File: config.mk
export PLATFORM = sky130hd
export DESIGN_NAME = rgb_pwm
export DESIGN_NICKNAME = d
export VERILOG_FILES = /design/src/rtl/rgb_pwm_pkg.sv /design/src/rtl/rgb_pwm_channel.sv /design/src/rtl/rgb_pwm.sv
export SDC_FILE = /design/constraint.sdc
export NUM_CORES = 1
export LEC_CHECK = 0
export ABC_AREA = 1
export CAP_MARGIN = 10
export CORE_UTILIZATION = 41
export DETAILED_ROUTE_END_ITERATION = 10
export DONT_BUFFER_PORTS = 1
export PLACE_DENSITY_LB_ADDON = 0.15
export RECOVER_POWER = 50
export SETUP_SLACK_MARGIN = 0.4
export SLEW_MARGIN = 5
export SYNTH_ARGS = -nofsm -noshare
export SYNTH_HDL_FRONTEND = slang
export SYNTH_HIERARCHICAL = 1
export SYNTH_SLANG_ARGS = --single-unit
File: constraint.sdc
create_clock -name clock -period 2.7 [get_ports clock]
set_input_delay 0.675 -clock clock [delete_from_list [all_inputs] [get_ports clock]]
set_output_delay 0.675 -clock clock [all_outputs]
set_load 0.03 [all_outputs]
File: src/rtl/rgb_pwm_pkg.sv
// Shared defaults and helpers for the rgb_pwm block.
// Optional fading toward new on-times is enabled with the RGB_PWM_FADE_EN macro.
package rgb_pwm_pkg;

    localparam int          RGB_CHANNELS  = 3;
    localparam int          RGB_WIDTH     = 16;
    localparam logic [15:0] RGB_FADE_STEP = 16'd64;

    // Output level of an extinguished LED (pins are active-low).
    localparam logic        PWM_OFF       = 1'b1;

    // Width of one channel's slice in the packed on-time word.
    localparam int          RGB_SLICE_W   = RGB_WIDTH;

    function automatic int ch_lsb(input int ch, input int width);
        return ch * width;
    endfunction

endpackage

File: src/rtl/rgb_pwm_channel.sv
// One PWM channel: staging register, frame-aligned active register and registered compare.
// With RGB_PWM_FADE_EN defined, active approaches staging by at most FADE_STEP per frame.
module pwm_channel
    import rgb_pwm_pkg::*;
#(
    parameter int               WIDTH     = RGB_WIDTH,
    parameter logic [WIDTH-1:0] FADE_STEP = WIDTH'(RGB_FADE_STEP)
) (
    input  logic             clock,
    input  logic             reset,
    input  logic             safe,
    input  logic             wrap,
    input  logic [WIDTH-1:0] on_time,
    input  logic [WIDTH-1:0] counter,
    output logic             pwm_out
);

    logic [WIDTH-1:0] staging;
    logic [WIDTH-1:0] active;
    logic [WIDTH-1:0] next_active;

    // Signed difference in WIDTH+1 bits cannot overflow for unsigned WIDTH-bit operands.
    function automatic logic [WIDTH-1:0] fade_toward(input logic [WIDTH-1:0] target,
                                                     input logic [WIDTH-1:0] cur);
        logic signed [WIDTH:0] diff;
        logic signed [WIDTH:0] step;
        diff = $signed({1'b0, target}) - $signed({1'b0, cur});
        step = $signed({1'b0, FADE_STEP});
        if (diff > step) begin
            return cur + FADE_STEP;
        end else if (diff < -step) begin
            return cur - FADE_STEP;
        end else begin
            return target;
        end
    endfunction

`ifdef RGB_PWM_FADE_EN
    assign next_active = fade_toward(staging, active);
`else
    assign next_active = staging;
`endif

    always_ff @(posedge clock) begin
        if (reset) begin
            staging <= '0;
            active  <= '0;
            pwm_out <= PWM_OFF;
        end else begin
            if (safe) begin
                staging <= on_time;
            end
            if (wrap) begin
                active <= next_active;
            end
            pwm_out <= (counter < active) ? 1'b0 : 1'b1;
        end
    end

endmodule

File: src/rtl/rgb_pwm.sv
// Three-channel active-low PWM with tear-free on-time staging and frame-aligned updates.
// Define RGB_PWM_FADE_EN to limit the per-frame on-time change to FADE_STEP.
module rgb_pwm
    import rgb_pwm_pkg::*;
#(
    parameter int               CHANNELS  = RGB_CHANNELS,
    parameter int               WIDTH     = RGB_WIDTH,
    parameter logic [WIDTH-1:0] FADE_STEP = WIDTH'(RGB_FADE_STEP)
) (
    input  logic                      clock,
    input  logic                      reset,
    input  logic                      ramSafe,
    input  logic [CHANNELS*WIDTH-1:0] onTimes,
    input  logic [WIDTH-1:0]          period,
    output logic [CHANNELS-1:0]       pwmOut,
    output logic                      frameStart
);

    logic             sync_p0;
    logic             safeS;
    logic [WIDTH-1:0] counter;
    logic [WIDTH-1:0] periodQ;
    logic             wrap;
    logic             wrapped_p1;

    assign wrap = (counter == periodQ);

    // Stage 0: ramSafe synchronizer, frame counter and period latch.
    // Stage 1: wrapped_p1 marks counter==0 reached through a wrap; frameStart then
    // lines up with the output register showing that count.
    always_ff @(posedge clock) begin
        if (reset) begin
            sync_p0    <= 1'b0;
            safeS      <= 1'b0;
            counter    <= '0;
            periodQ    <= '1;
            wrapped_p1 <= 1'b0;
            frameStart <= 1'b0;
        end else begin
            sync_p0    <= ramSafe;
            safeS      <= sync_p0;
            counter    <= wrap ? '0 : counter + 1'b1;
            if (wrap) begin
                periodQ <= period;
            end
            wrapped_p1 <= wrap;
            frameStart <= wrapped_p1;
        end
    end

    for (genvar i = 0; i < CHANNELS; i++) begin : g_ch
        localparam int LSB = ch_lsb(i, WIDTH);
        pwm_channel #(
            .WIDTH     (WIDTH),
            .FADE_STEP (FADE_STEP)
        ) u_ch (
            .clock   (clock),
            .reset   (reset),
            .safe    (safeS),
            .wrap    (wrap),
            .on_time (onTimes[LSB +: WIDTH]),
            .counter (counter),
            .pwm_out (pwmOut[i])
        );
    end

endmodule

==> out/metrics.yaml <==
detailed_routing:
  route.final.wire_length_um: 14000
  drt_pre_antenna_iters: 7
  remaining_drc_errors: 6
  drtAntennaViolNets: 0
  post_drt_via_cell_ratio: 4.90
  drc_violation_total_after_the_first_tritonroute_iteration: 287
  avgRoutedWirePerCell_um: 13.5
  route.vias.total: 5061
cells_and_area:
  count_of_inserted_antenna_diode_cells: 0
  synthToLayoutAreaGrowth_pct: 12.9
  mostFrequentLayoutCells: "147 x sky130_fd_sc_hd__nor2_1, 134 x sky130_fd_sc_hd__dfxtp_1, 128 x sky130_fd_sc_hd__nand2_1, 100 x sky130_fd_sc_hd__o21ai_0, 92 x sky130_fd_sc_hd__inv_1"
  layout.cells.non_filler: 1032
  fin_nets: 948
  final_area_um2: 7020
  proportion_of_layout_cells_with_a_drive_suffix_above_1_pct: 7.55
  final_common_cell: "sky130_fd_sc_hd__nor2_1"
setup_path:
  critPathLaunchType: "register"
  worst_ep_arrival_time_ns: 2.52
  timing.critical_path.fanout_max: 19
  crit_path_max_incr_delay_ns: 0.63
  timing.critical_path.mode_cell: "sky130_fd_sc_hd__clkbuf_1"
  kind_of_capture_point_of_the_worst_setup_path: "register"
  critical-path-slowest-cell: "sky130_fd_sc_hd__dfxtp_1"
  worstSetupEndpoint: "g_ch[1].u_ch/next_active[9]$_SDFFE_PP0P_"
  crit_path_start: "safeS$_SDFF_PP0_"
  critical_path_class: "reg -> reg"
  ff2ff_path_depth: 4
  critical_path.cell_chain: "clkbuf_1 -> clkbuf_1 -> o21ai_0 -> nor2_1"
  r2r-end: "g_ch[1].u_ch/next_active[9]$_SDFFE_PP0P_"
  reg2reg_slack_ns: 0.54
  rr_startpoint: "safeS$_SDFF_PP0_"
  critPathRequiredTime_ns: 3.05
logic_synthesis:
  post_synth_inst_count: 831
  syn-num-nets: 944
  seq_area_frac_synth_pct: 43.5
  ys_seq_elements: 135
  synth.cell_area_um2: 6220
  synth.yosys.warnings: 6
  synth_cell_type_count: 26
  post_synth.cell_area_avg_um2: 7.48
placed_design:
  half_perimeter_wire_length_after_placement_um: 9950
  dp_worst_setup_slack_ns: 0.592
  detailed_place.area_um2: 6400
  post-place-cells: 1000
  globalplace.congestion: 0.892
  io_buffer_count: 0
sta:
  fmax_mhz: 462
  timing.final.setup_violations: 0
  worst_pin_slew_ns: 0.713
  skew_ns: 0.0167
  hold_violations: 0
  unrepaired_setup_endpoints_after_global_routing: "no"
  fin_setup_tns_ns: 0
  slew_viol_final: 0
  final_worst_path_period_need_ns: 2.16
  worst_slew_margin_rel_pct: 52.4
  final.period_utilization_pct: 80.1
  setup_slack_ns: 0.538
cts:
  numCtsBuffers: 17
  clock-root-buffer: "sky130_fd_sc_hd__clkbuf_16"
  clkSinkCount: 135
  clk_path_buf_depth: 2
  cts_tree: "built"
  clkTransAtPathRegs_ns: 0.06
  cts.htree.levels: 4
  hold_buf_count_cts: 0
  cts_setup_buffers: 0
  clk_latency_ns: 0.42
floorplanning:
  core_region_area_um2: 14600
  die_width_um: 125
  floorplan.io_pins: 71
  initial_core_util_pct: 42.5
  chipHeight_um: 125
  num_rows: 44
  dieArea_um2: 15700
status:
  violations: "DRC"
  result_of_the_run: "finished with violations"
hold_path:
  hold_class: "in -> reg"
global_routing:
  grt_max_degree: 33
  grt.overflow.total: 0
  grt_antenna_before_repair: 0
  global_route.usage.total_pct: 19.2
  vias_in_the_first_global_route: 5026
  grt_pass1_wl_um: 23700
flow_run:
  maxCapViolCount: 0
power:
  power.static_leakage_nw: 3.26
  pwr_density_cell_nw_per_um2: 668
  vdd_drop_max_v: 0.000408
-- synth_stat cells --
cell | instances | area, µm²
sky130_fd_sc_hd__o21bai_1 | 3 | 22.5
sky130_fd_sc_hd__nor4_1 | 3 | 18.8
sky130_fd_sc_hd__nor3_1 | 7 | 35.0
sky130_fd_sc_hd__nand2_1 | 128 | 480
sky130_fd_sc_hd__clkinv_1 | 2 | 7.51
sky130_fd_sc_hd__a21oi_1 | 63 | 315
sky130_fd_sc_hd__dfxtp_1 | 135 | 2700
sky130_fd_sc_hd__inv_1 | 89 | 334
sky130_fd_sc_hd__nor2_2 | 8 | 50.1
sky130_fd_sc_hd__xnor2_1 | 2 | 17.5
sky130_fd_sc_hd__nor2_8 | 2 | 40.0
sky130_fd_sc_hd__nand2_2 | 2 | 12.5
sky130_fd_sc_hd__clkbuf_2 | 3 | 15.0
sky130_fd_sc_hd__xor2_1 | 10 | 87.6
sky130_fd_sc_hd__nand4_1 | 2 | 12.5
sky130_fd_sc_hd__nor2_1 | 147 | 552
sky130_fd_sc_hd__inv_2 | 11 | 41.3
sky130_fd_sc_hd__nand3_1 | 39 | 195
sky130_fd_sc_hd__clkbuf_1 | 4 | 15.0
sky130_fd_sc_hd__ha_1 | 46 | 576
sky130_fd_sc_hd__buf_6 | 4 | 45.0
sky130_fd_sc_hd__o21ai_0 | 100 | 500
sky130_fd_sc_hd__buf_2 | 12 | 60.1
sky130_fd_sc_hd__nand2_4 | 2 | 22.5
sky130_fd_sc_hd__buf_4 | 6 | 45.0
sky130_fd_sc_hd__buf_8 | 1 | 15.0
-- registers in the layout, summed over array words and instances (netlist names) --
name	count
periodQ	16
g_ch.u_ch/next_active	48
counter	16
sync_p0	1
frameStart	1
g_ch.u_ch/pwm_out	3
safeS	1
wrapped_p1	1
g_ch.u_ch/active	48
-- per-stage QoR --
step,hold WS (ns),utilization (%),power [mW]
2_1_floorplan,0.388,-,2.24
6_report,0.314,47.9,4.69
4_1_cts,0.305,48.0,4.75
5_1_grt,0.298,47.9,4.86
3_5_place_dp,0.405,43.7,2.28
3_3_place_gp,0.397,43.7,2.28
-- critical path, delay by kind of cell, from the launching register on --
| kind | cells | cell delay, ns |
|---|---|---|
| and+or+nand+nor | 1 | 0.14 |
| buffers and inverters | 2 | 1.11 |
| AOI/OAI and AO/OA | 1 | 0.21 |
| DFF | 1 | 0.63 |
-- kinds of logic after synthesis --
kind of cell    share of synthesized area, %
xor+xnor                                1.69
compound gates                          13.5
buf+inv                                 9.30
flops                                   43.5
simple gates                            22.8
fa+ha+maj                               9.26
-- repair_timing --
item | in CTS | in global routing
endpoints found under the setup margin | 0 | 34
resized for setup | 0 | 1
hold endpoints to repair | 0 | 0
-- per-layer routing --
metal  vias to the layer above  GRT usage (%)  routed length, µm
met1                      2279           24.2               6850
met5                         -              0                  0
li1                       2668              -                  -
met4                         0           9.54                369
met3                        25           4.28                518
met2                        89           31.1               6240
-- report_power, final --
part	internal [mW]	switching (mW)	leakage, nW	total [mW]
Clock	1.60	0.860	0.304	2.46
Sequential	2.04	0.0407	1.10	2.08
Combinational	0.0535	0.101	1.86	0.155
-- cell type report --
cell class              count  area [µm²]
clock buffers              21         460
clock inverters            11         171
fillers                  1434        7620
inverters                 102         383
multi-input cells         564        2940
flip-flops and latches    135        2700
well taps                 184         230
repair buffers             15         135
-- worst min-delay path by stage --
stage | startpoint | endpoint | cells past startpoint
global route | reset | sync_p0$_SDFF_PP0_ | 1
floorplan | wrapped_p1$_SDFF_PP0_ | frameStart$_SDFF_PP0_ | 2
CTS | reset | safeS$_SDFF_PP0_ | 1
global placement | sync_p0$_SDFF_PP0_ | safeS$_SDFF_PP0_ | 2
detailed placement | sync_p0$_SDFF_PP0_ | safeS$_SDFF_PP0_ | 2
finish | reset | sync_p0$_SDFF_PP0_ | 1
Note: power is estimated with default switching activity, not from simulation.
